[src/rtl/mod_exp_ctrl_pkg.sv]
// rtl/mod_exp_ctrl_pkg.sv - shared widths and FSM state encoding for the modexp controller
package mod_exp_ctrl_pkg;

  localparam int BIT_LEN_DEF = 64;
  localparam int EXP_LEN_DEF = 64;
  localparam int CNT_W_DEF   = 7;

  typedef enum logic [3:0] {
    S_IDLE     = 4'd0,
    S_SCAN     = 4'd1,
    S_SQ_REQ   = 4'd2,
    S_SQ_WAIT  = 4'd3,
    S_MUL_REQ  = 4'd4,
    S_MUL_WAIT = 4'd5,
    S_OUT_REQ  = 4'd6,
    S_OUT_WAIT = 4'd7,
    S_FIN      = 4'd8
  } state_e;

endpackage

[src/rtl/mod_exp_ctrl_if.sv]
// rtl/mod_exp_ctrl_if.sv - request/response port between the controller and mon_pro
interface mod_exp_ctrl_if #(
  parameter int BIT_LEN = 64
);
  logic               mp_start;
  logic [BIT_LEN-1:0] mp_a;
  logic [BIT_LEN-1:0] mp_b;
  logic [BIT_LEN-1:0] mp_m;
  logic               mp_done;
  logic [BIT_LEN-1:0] mp_p;

  modport master (output mp_start, mp_a, mp_b, mp_m, input mp_done, mp_p);
  modport slave  (input mp_start, mp_a, mp_b, mp_m, output mp_done, mp_p);
endinterface

[src/rtl/mod_exp_ctrl_exp_bit_scan.sv]
// rtl/mod_exp_ctrl_exp_bit_scan.sv - exponent shift register and remaining-bit counter
module exp_bit_scan
  import mod_exp_ctrl_pkg::*;
#(
  parameter int EXP_LEN = EXP_LEN_DEF,
  parameter int CNT_W   = CNT_W_DEF
) (
  input  logic               clk,
  input  logic               rst,
  input  logic               load,
  input  logic               shift,
  input  logic [EXP_LEN-1:0] load_val,
  output logic               msb,
  output logic               zero,
  output logic               last
);
  logic [EXP_LEN-1:0] e_sh_q, e_sh_d;
  logic [CNT_W-1:0]   cnt_q, cnt_d;

  always_comb begin
    e_sh_d = e_sh_q;
    cnt_d  = cnt_q;
    if (load) begin
      e_sh_d = load_val;
      cnt_d  = CNT_W'(EXP_LEN);
    end else if (shift) begin
      e_sh_d = {e_sh_q[EXP_LEN-2:0], 1'b0};
      cnt_d  = cnt_q - CNT_W'(1);
    end
  end

  always_ff @(posedge clk) begin
    if (rst) begin
      e_sh_q <= '0;
      cnt_q  <= '0;
    end else begin
      e_sh_q <= e_sh_d;
      cnt_q  <= cnt_d;
    end
  end

  assign msb  = e_sh_q[EXP_LEN-1];
  assign zero = (cnt_q == '0);
  // last: the pending shift consumes the final exponent bit
  assign last = (cnt_q == CNT_W'(1));
endmodule

[src/rtl/mod_exp_ctrl.sv]
// rtl/mod_exp_ctrl.sv - left-to-right binary modular exponentiation sequencer for mon_pro
module mod_exp_ctrl
  import mod_exp_ctrl_pkg::*;
#(
  parameter int BIT_LEN = BIT_LEN_DEF,
  parameter int EXP_LEN = EXP_LEN_DEF,
  parameter int CNT_W   = CNT_W_DEF
) (
  input  logic               clk,
  input  logic               rst,
  input  logic               start,
  input  logic [BIT_LEN-1:0] x_bar,
  input  logic [BIT_LEN-1:0] one_bar,
  input  logic [EXP_LEN-1:0] exponent,
  input  logic [BIT_LEN-1:0] modulus,
  output logic               busy,
  output logic               done,
  output logic [BIT_LEN-1:0] result,
  mod_exp_ctrl_if.master     mp
);
  state_e             state_q, state_d;
  logic [BIT_LEN-1:0] acc_q, acc_d, x_bar_q, x_bar_d, mod_q, mod_d;
  logic [BIT_LEN-1:0] result_q, result_d, mp_a_q, mp_a_d, mp_b_q, mp_b_d;
  logic               busy_q, busy_d, done_q, done_d, mp_start_q, mp_start_d;
  logic               scan_load, scan_shift, scan_msb, scan_zero, scan_last;

  exp_bit_scan #(.EXP_LEN(EXP_LEN), .CNT_W(CNT_W)) u_scan (
    .clk(clk), .rst(rst), .load(scan_load), .shift(scan_shift), .load_val(exponent),
    .msb(scan_msb), .zero(scan_zero), .last(scan_last)
  );

  always_comb begin
    state_d    = state_q;
    acc_d      = acc_q;
    x_bar_d    = x_bar_q;
    mod_d      = mod_q;
    result_d   = result_q;
    mp_a_d     = mp_a_q;
    mp_b_d     = mp_b_q;
    busy_d     = busy_q;
    done_d     = 1'b0;
    mp_start_d = 1'b0;
    scan_load  = 1'b0;
    scan_shift = 1'b0;
    case (state_q)
      S_IDLE: if (start) begin
        x_bar_d   = x_bar;
        mod_d     = modulus;
        acc_d     = one_bar;
        scan_load = 1'b1;
        busy_d    = 1'b1;
        state_d   = S_SCAN;
      end
      S_SCAN: begin
        if (scan_zero)     state_d = S_OUT_REQ;
        else if (scan_msb) state_d = S_SQ_REQ;
        else               scan_shift = 1'b1;
      end
      S_SQ_REQ: begin
        mp_a_d     = acc_q;
        mp_b_d     = acc_q;
        mp_start_d = 1'b1;
        state_d    = S_SQ_WAIT;
      end
      // A set bit stays at the MSB until its multiply finishes
      S_SQ_WAIT: if (mp.mp_done) begin
        acc_d = mp.mp_p;
        if (scan_msb) begin
          state_d = S_MUL_REQ;
        end else begin
          scan_shift = 1'b1;
          state_d    = scan_last ? S_OUT_REQ : S_SQ_REQ;
        end
      end
      S_MUL_REQ: begin
        mp_a_d     = acc_q;
        mp_b_d     = x_bar_q;
        mp_start_d = 1'b1;
        state_d    = S_MUL_WAIT;
      end
      S_MUL_WAIT: if (mp.mp_done) begin
        acc_d      = mp.mp_p;
        scan_shift = 1'b1;
        state_d    = scan_last ? S_OUT_REQ : S_SQ_REQ;
      end
      S_OUT_REQ: begin
        mp_a_d     = acc_q;
        mp_b_d     = BIT_LEN'(1);
        mp_start_d = 1'b1;
        state_d    = S_OUT_WAIT;
      end
      S_OUT_WAIT: if (mp.mp_done) begin
        result_d = mp.mp_p;
        done_d   = 1'b1;
        busy_d   = 1'b0;
        state_d  = S_FIN;
      end
      S_FIN:   state_d = S_IDLE;
      default: state_d = S_IDLE;
    endcase
  end

  always_ff @(posedge clk) begin
    if (rst) begin
      state_q    <= S_IDLE;
      acc_q      <= '0;
      x_bar_q    <= '0;
      mod_q      <= '0;
      result_q   <= '0;
      mp_a_q     <= '0;
      mp_b_q     <= '0;
      busy_q     <= 1'b0;
      done_q     <= 1'b0;
      mp_start_q <= 1'b0;
    end else begin
      state_q    <= state_d;
      acc_q      <= acc_d;
      x_bar_q    <= x_bar_d;
      mod_q      <= mod_d;
      result_q   <= result_d;
      mp_a_q     <= mp_a_d;
      mp_b_q     <= mp_b_d;
      busy_q     <= busy_d;
      done_q     <= done_d;
      mp_start_q <= mp_start_d;
    end
  end

  assign busy        = busy_q;
  assign done        = done_q;
  assign result      = result_q;
  assign mp.mp_start = mp_start_q;
  assign mp.mp_a     = mp_a_q;
  assign mp.mp_b     = mp_b_q;
  assign mp.mp_m     = mod_q;
endmodule
[src/flat_wrapper.sv]
// flat-port wrapper written by rule: the top's interface ports become plain ports
module mod_exp_ctrl_flat import mod_exp_ctrl_pkg::*;
#(
  parameter int BIT_LEN = BIT_LEN_DEF,
  parameter int EXP_LEN = EXP_LEN_DEF,
  parameter int CNT_W   = CNT_W_DEF
)
  (clk, rst, start, x_bar, one_bar, exponent, modulus, busy, done, result, mp_mp_start, mp_mp_a, mp_mp_b, mp_mp_m, mp_mp_done, mp_mp_p);
  mod_exp_ctrl_if #(.BIT_LEN(BIT_LEN)) mp_i ();
  input  logic clk;
  input  logic rst;
  input  logic start;
  input  logic [BIT_LEN-1:0] x_bar;
  input  logic [BIT_LEN-1:0] one_bar;
  input  logic [EXP_LEN-1:0] exponent;
  input  logic [BIT_LEN-1:0] modulus;
  output logic busy;
  output logic done;
  output logic [BIT_LEN-1:0] result;
  output wire logic [$bits(mp_i.mp_start)-1:0] mp_mp_start;
  output wire logic [$bits(mp_i.mp_a)-1:0] mp_mp_a;
  output wire logic [$bits(mp_i.mp_b)-1:0] mp_mp_b;
  output wire logic [$bits(mp_i.mp_m)-1:0] mp_mp_m;
  input wire logic [$bits(mp_i.mp_done)-1:0] mp_mp_done;
  input wire logic [$bits(mp_i.mp_p)-1:0] mp_mp_p;
  assign mp_mp_start = mp_i.mp_start;
  assign mp_mp_a = mp_i.mp_a;
  assign mp_mp_b = mp_i.mp_b;
  assign mp_mp_m = mp_i.mp_m;
  assign mp_i.mp_done = mp_mp_done;
  assign mp_i.mp_p = mp_mp_p;
  mod_exp_ctrl #(.BIT_LEN(BIT_LEN), .EXP_LEN(EXP_LEN), .CNT_W(CNT_W)) u_core (.clk(clk), .rst(rst), .start(start), .x_bar(x_bar), .one_bar(one_bar), .exponent(exponent), .modulus(modulus), .busy(busy), .done(done), .result(result), .mp(mp_i));
endmodule
[config.mk]
export PLATFORM = sky130hd
export DESIGN_NAME = mod_exp_ctrl_flat
export DESIGN_NICKNAME = d
export VERILOG_FILES = /design/src/rtl/mod_exp_ctrl_pkg.sv /design/src/rtl/mod_exp_ctrl_if.sv /design/src/rtl/mod_exp_ctrl_exp_bit_scan.sv /design/src/rtl/mod_exp_ctrl.sv /design/src/flat_wrapper.sv
export SDC_FILE = /design/constraint.sdc
export NUM_CORES = 1
export LEC_CHECK = 0
export BUFFER_PORTS_ARGS = -buffer_cell sky130_fd_sc_hd__clkbuf_2
export CORE_AREA = 10 10 216 218
export CTS_BUF_LIST = sky130_fd_sc_hd__clkbuf_8
export DETAILED_ROUTE_END_ITERATION = 6
export DIE_AREA = 0 0 226 228
export PLACE_DENSITY = 0.68
export SETUP_SLACK_MARGIN = 0.2
export SYNTH_ARGS = -nofsm -noshare
export SYNTH_HDL_FRONTEND = slang
export SYNTH_SLANG_ARGS = --single-unit
[constraint.sdc]
create_clock -name clk -period 3 [get_ports clk]
set_input_delay 0.45 -clock clk [delete_from_list [all_inputs] [get_ports clk]]
set_output_delay 0.45 -clock clk [all_outputs]
set_load 0.05 [all_outputs]
# After elaboration in Yosys (flattened, before gate mapping)
# Cells that the tools add are included.
word_totals:
  reg_bits: 462
  out_inout_bits: 259
  wordCells: 72
  inputBits: 324
op_classes:
  muxes: 28
  bitwise: 1
  add_sub_neg: 1
  n_eq_ne: 14
  n_reduce_logical: 15
ops:
  columns: ["cell", "count"]
  rows:
  - ["$mux 64", 4]
  - ["$pmux 64 s3", 1]
  - ["$pmux 64 s2", 1]
  - ["$pmux 4 s8", 1]
  - ["$mux 4", 7]
  - ["$eq 4x3->1 const B", 4]
  - ["$mux 7", 2]
  - ["$mux 1", 9]
  - ["$eq 4x2->1 const B", 2]
  - ["$ne 2x2->1 const B", 4]
  - ["$eq 7x1->1 const B", 1]
  - ["$logic_not 7->1", 1]
  - ["$sub 7x1->7 const B", 1]
  - ["$reduce_and 3->1", 2]
  - ["$reduce_bool 2->1", 3]
  - ["$reduce_or 2->1", 3]
  - ["$reduce_and 5->1", 1]
  - ["$eq 4x1->1 const B", 1]
  - ["$logic_not 4->1", 1]
  - ["$reduce_and 2->1", 2]
  - ["$mux 3", 1]
  - ["$ne 3x2->1 const B", 1]
  - ["$pmux 1 s3", 1]
  - ["$reduce_bool 3->1", 1]
  - ["4 further kinds", 4]

# Longest topological paths before layout
depth:
  ltp_word: 5
  depth_mapped: 9
  ltp_nobuf: 6

# Hierarchy
# A second synthesis with hierarchy kept.
unflattened:
  cells_unflattened: 2137
  area_unflattened_um2: 18632.9
by_module_without_submodules:
  columns: ["mod", "area_each_um2", "seq_area_each_um2", "cells_per_inst", "n_inst"]
  rows:
  - ["mod_exp_ctrl", 15197.1, 7827.5, 1818, 1]
  - ["exp_bit_scan", 3435.8, 1421.4, 319, 1]

# Worst setup path before layout
# OpenSTA, ideal clock, no wires.
synth_timing:
  path_kind: "flip-flop to flip-flop"
  start: "register u_core.state_q[3]"
  end: "register u_core.u_scan.e_sh_q[33]"
  setup_time_ns: 0.088
  path_stages_with_launch: 9
  path_slack_ns: 0.946
  arrival_time_ns: 1.965
  required_time_ns: 2.912
  n_path_buf: 3
  cell_sequence: "dfxtp_1 > buf_6 > or4b_4 > a311oi_4 > or2_2 > buf_12 > buf_6 > nor3_1 > nor4_2"
synth_between:
  elab_chain_cells: 3
synth_rtl:
  columns: ["item", "line", "source"]
  rows:
  - ["start, declared", "mod_exp_ctrl.sv:21", "state_e state_q, state_d;"]
  - ["start signal, assigned", "mod_exp_ctrl.sv:116", "state_q <= state_d;"]
  - ["$eq 4x3->1 (tied with other cells)", "mod_exp_ctrl.sv:45", "case (state_q)"]
  - ["$pmux 1 s3 or $mux 1 (tied branches)", "mod_exp_ctrl.sv:45", null]
  - ["$reduce_bool 2->1 (no source line) or $mux 64 (tied branches)", null, null]
  - ["end signal, assigned", "mod_exp_ctrl_exp_bit_scan.sv:37", "e_sh_q <= e_sh_d;"]
  - ["end, declared", "mod_exp_ctrl_exp_bit_scan.sv:17", "logic [EXP_LEN-1:0] e_sh_q, e_sh_d;"]
# Several ways; a longest one is shown, not always the timed one.
# A chain may end at the register's enable or synchronous reset.

# Final worst setup path
layout_timing:
  start: "register u_core.state_q[3]"
  end: "register u_core.u_scan.e_sh_q[21]"
# The elaborated chain is that of the path after synthesis.

==> flow_metrics.py <==
metrics = {
    "floorplanning": {
        "dieHeight_um": 228,
        "dieArea_um2": 51500,
        "die_w_um": 226,
        "rows": 76,
        "core_region_area_um2": 42500,
        "ios": 583,
        "initial_core_util": 0.415,
    },
    "pwr": {
        "sw_frac_of_total": 0.432,
        "ir_worst_vdd_mv": 0.550,
        "power_switching_w": 0.0104,
        "share_comb_of_total_power": 0.414,
        "powerDensity_nw_per_um2": 1040,
        "clockPowerShare": 0.232,
        "p_int_w": 0.0136,
        "p_seq_frac": 0.354,
        "p_leak_nw": 10.2,
    },
    "routing": {
        "dr.pass1.iters": 7,
        "wl_um": 65700,
        "ant_nets": 0,
        "drc_errors": 11,
        "dr_total_vias": 17482,
        "dr_wl_met3_um": 5530,
        "wl_met2_um": 31700,
        "drt_iter0_drc": 1728,
        "top_layer": "met5",
        "met1_length_um": 26600,
        "routedWlPerCell_um": 20.2,
        "vias_per_cell": 5.38,
    },
    "yosys": {
        "ys_ff_latch": 462,
        "netlist_top_cells_area": "dfxtp_1, nand2_1, a21oi_1, nor2_1, mux2i_1",
        "yosysTopAreaCell": "dfxtp_1",
        "ys_types": 43,
        "ys.flop_type": "dfxtp_1",
        "yosysTopAreaCellShare": 0.524,
        "synthesis.nets": 2392,
        "async_flop_share": 0,
        "syn_avg_cell_area_um2": 8.55,
        "postSynthCellCount": 2066,
        "netlist_area_um2": 17700,
        "seq_area_frac_synth": 0.524,
        "synth_edf_count": 0,
        "yosysWarnings": 0,
    },
    "job": {
        "drv_cap": 0,
    },
    "cells_and_area": {
        "final_common_cell": "clkbuf_2",
        "stdcell_area_um2": 23200,
        "drive_gt1_frac": 0.306,
        "stdcell_count": 3250,
        "layout_common_cells": "clkbuf_2, nand2_1, dfxtp_1",
        "nNetsFinal": 2968,
        "fillers": 3910,
        "syn_to_final_growth_pct": 31.2,
    },
    "placement": {
        "post-place-ws_ns": 0.372,
        "dp_hpwl_um": 46300,
        "placed_area_um2": 21000,
        "numPortBuffers": 582,
        "placedCellCount": 3050,
        "gp_congestion": 0.901,
    },
    "timing": {
        "tightest_slew_ns": 0.806,
        "rsz0062_at_grt": "false",
        "layout_setup_ws_ns": 0.489,
        "period_share": 0.837,
        "tns_ns": 0,
        "slew_viol_final": 0,
        "fmax_mhz": 398,
        "report.final.hold_viol_count": 0,
        "setup-violations-final": 0,
        "max-slew-margin-rel": 0.461,
        "finalCriticalPeriod_ns": 2.51,
        "fin_skew_ns": 0.0231,
    },
    "min_path": {
        "hold_end": "u_core.mp.mp_m[52]",
        "hold_depth": 3,
        "hp-start": "modulus[52]",
        "hold_class": "in2reg",
    },
    "critical_path": {
        "regToRegEndpoint": "u_core.u_scan.e_sh_q[21]",
        "setup.worst_path.start": "u_core.state_q[3]",
        "worstPathArrival_ns": 3.04,
        "cp_max_fo": 36,
        "cp.required_ns": 3.53,
        "r2r_setup_slack_ns": 0.49,
        "cp-start-kind": "register",
        "r2r_cells": 6,
        "critPathCaptureType": "register",
        "critPathKind": "reg2reg",
        "r2r_start": "u_core.state_q[3]",
    },
    "global_routing": {
        "grt_max_degree": 96,
        "grt_pass1_wl_um": 101000,
        "grt-ovfl-total": 0,
        "antenna_found_initial": 6,
        "grt_usage": 0.246,
        "grt_pass1_vias": 17184,
    },
    "clock_network": {
        "cts-root-buf": "clkbuf_8",
        "numCtsBuffers": 78,
        "clk_pin_slew_ns": 0.06,
        "clockBufferDepth": 3,
        "cts.sinks": 462,
        "clock_latency_ns": 0.64,
        "htree_levels": 3,
        "cts_tree": "yes",
    },
    "status": {
        "status": "finished, violations left",
        "violations": "design-rule violations",
    },
}
==> state kept, by name (all words and copies together), names as in the netlist <==
name                  cells
u_core.acc_q             64
u_core.mp.mp_a           64
u_core.mp.mp_b           64
u_core.mp.mp_m           64
u_core.result            64
u_core.u_scan.e_sh_q     64
u_core.x_bar_q           64
u_core.u_scan.cnt_q       7
u_core.state_q            4
u_core.busy               1
u_core.done               1
u_core.mp.mp_start        1
==> kinds of logic after synthesis <==
family / Yosys count / share of synthesized area
mux: 66 / 0.0374
flops: 462 / 0.524
buf+inv: 185 / 0.0456
xor+xnor: 6 / 0.00298
fa+ha+maj: 2 / 0.00142
compound gates: 406 / 0.145
simple gates: 939 / 0.244
==> critical path, cell delays in order (launching register included) <==
cell	delay, ns
dfxtp_1	0.42
or4b_4	0.57
a311oi_4	0.45
or2_2	0.39
buf_12	0.26
nor3_1	0.09
nor4_2	0.23
==> Yosys cell counts (2+ instances only) <==
library cell and n:
nand2_1 519, a21oi_1 262, ha_1 2, o211ai_1 2, a222oi_1 63, a211oi_1 66, a31oi_1 2, nand2b_1 2
nand3_1 3, mux2i_1 66, clkbuf_1 148, o21ai_0 6, nor3_1 38, inv_1 5, buf_2 15, nor4_1 12
buf_6 3, nor4_2 51, nor2_1 270, buf_12 4, xor2_1 5, nor3_2 30, buf_1 9, dfxtp_1 462
nand4_1 2, nor2b_1 2
==> how the worst max path moves through the flow <==
stage | end
global route | u_core.u_scan.e_sh_q[21]
global placement | u_core.u_scan.e_sh_q[30]
CTS | u_core.u_scan.e_sh_q[24]
floorplan | u_core.u_scan.e_sh_q[33]
finish | u_core.u_scan.e_sh_q[21]
detailed placement | u_core.u_scan.e_sh_q[27]
==> per-layer routing <==
metal | track usage | vias up
met2 | 0.404 | 783
met4 | 0.0950 | 2
met1 | 0.302 | 8314
li1 | - | 8256
met3 | 0.0634 | 127
met5 | 0 | -
==> power by group through the flow <==
| stage | logic [W] | registers, W | clock network (W) |
|---|---|---|---|
| final | 0.00993 | 0.00851 | 0.00558 |
| after global routing | 0.0108 | 0.00866 | 0.00598 |
| after CTS | 0.00998 | 0.00847 | 0.00569 |
| after detailed placement | 0.00989 | 0.00859 | 0 |
| after global placement | 0.00968 | 0.00853 | 0 |
| after floorplan | 0.00581 | 0.00989 | 0 |
==> through the flow <==
| stage | hold WS, ns | total power (W) | utilization |
|---|---|---|---|
| after floorplan | 0.436 | 0.0157 | - |
| after global placement | 0.441 | 0.0182 | 0.495 |
| after detailed placement | 0.447 | 0.0185 | 0.495 |
| after CTS | 0.000120 | 0.0241 | 0.545 |
| after global routing | 0.0366 | 0.0255 | 0.545 |
| final | 0.0473 | 0.0240 | 0.545 |
==> final cells by class <==
cell class	instances	area [um2]	area share
clock buffers	99	1360	0.0588
well taps	546	683	0.0295
repair buffers	676	3970	0.171
diodes	5	12.5	0.000540
multi-input cells	1419	7680	0.331
inverters	5	18.8	0.000810
clock inverters	38	195	0.00842
flip-flops and latches	462	9250	0.399
==> timing repair <==
action                                  in CTS  in global routing
hold buffers                                58                  0
buffers inserted                             0                  0
hold endpoints to repair                    58                  0
endpoints found under the setup margin       0                 26
gates resized for setup                      0                  1
(Power assumes the default switching activity.)
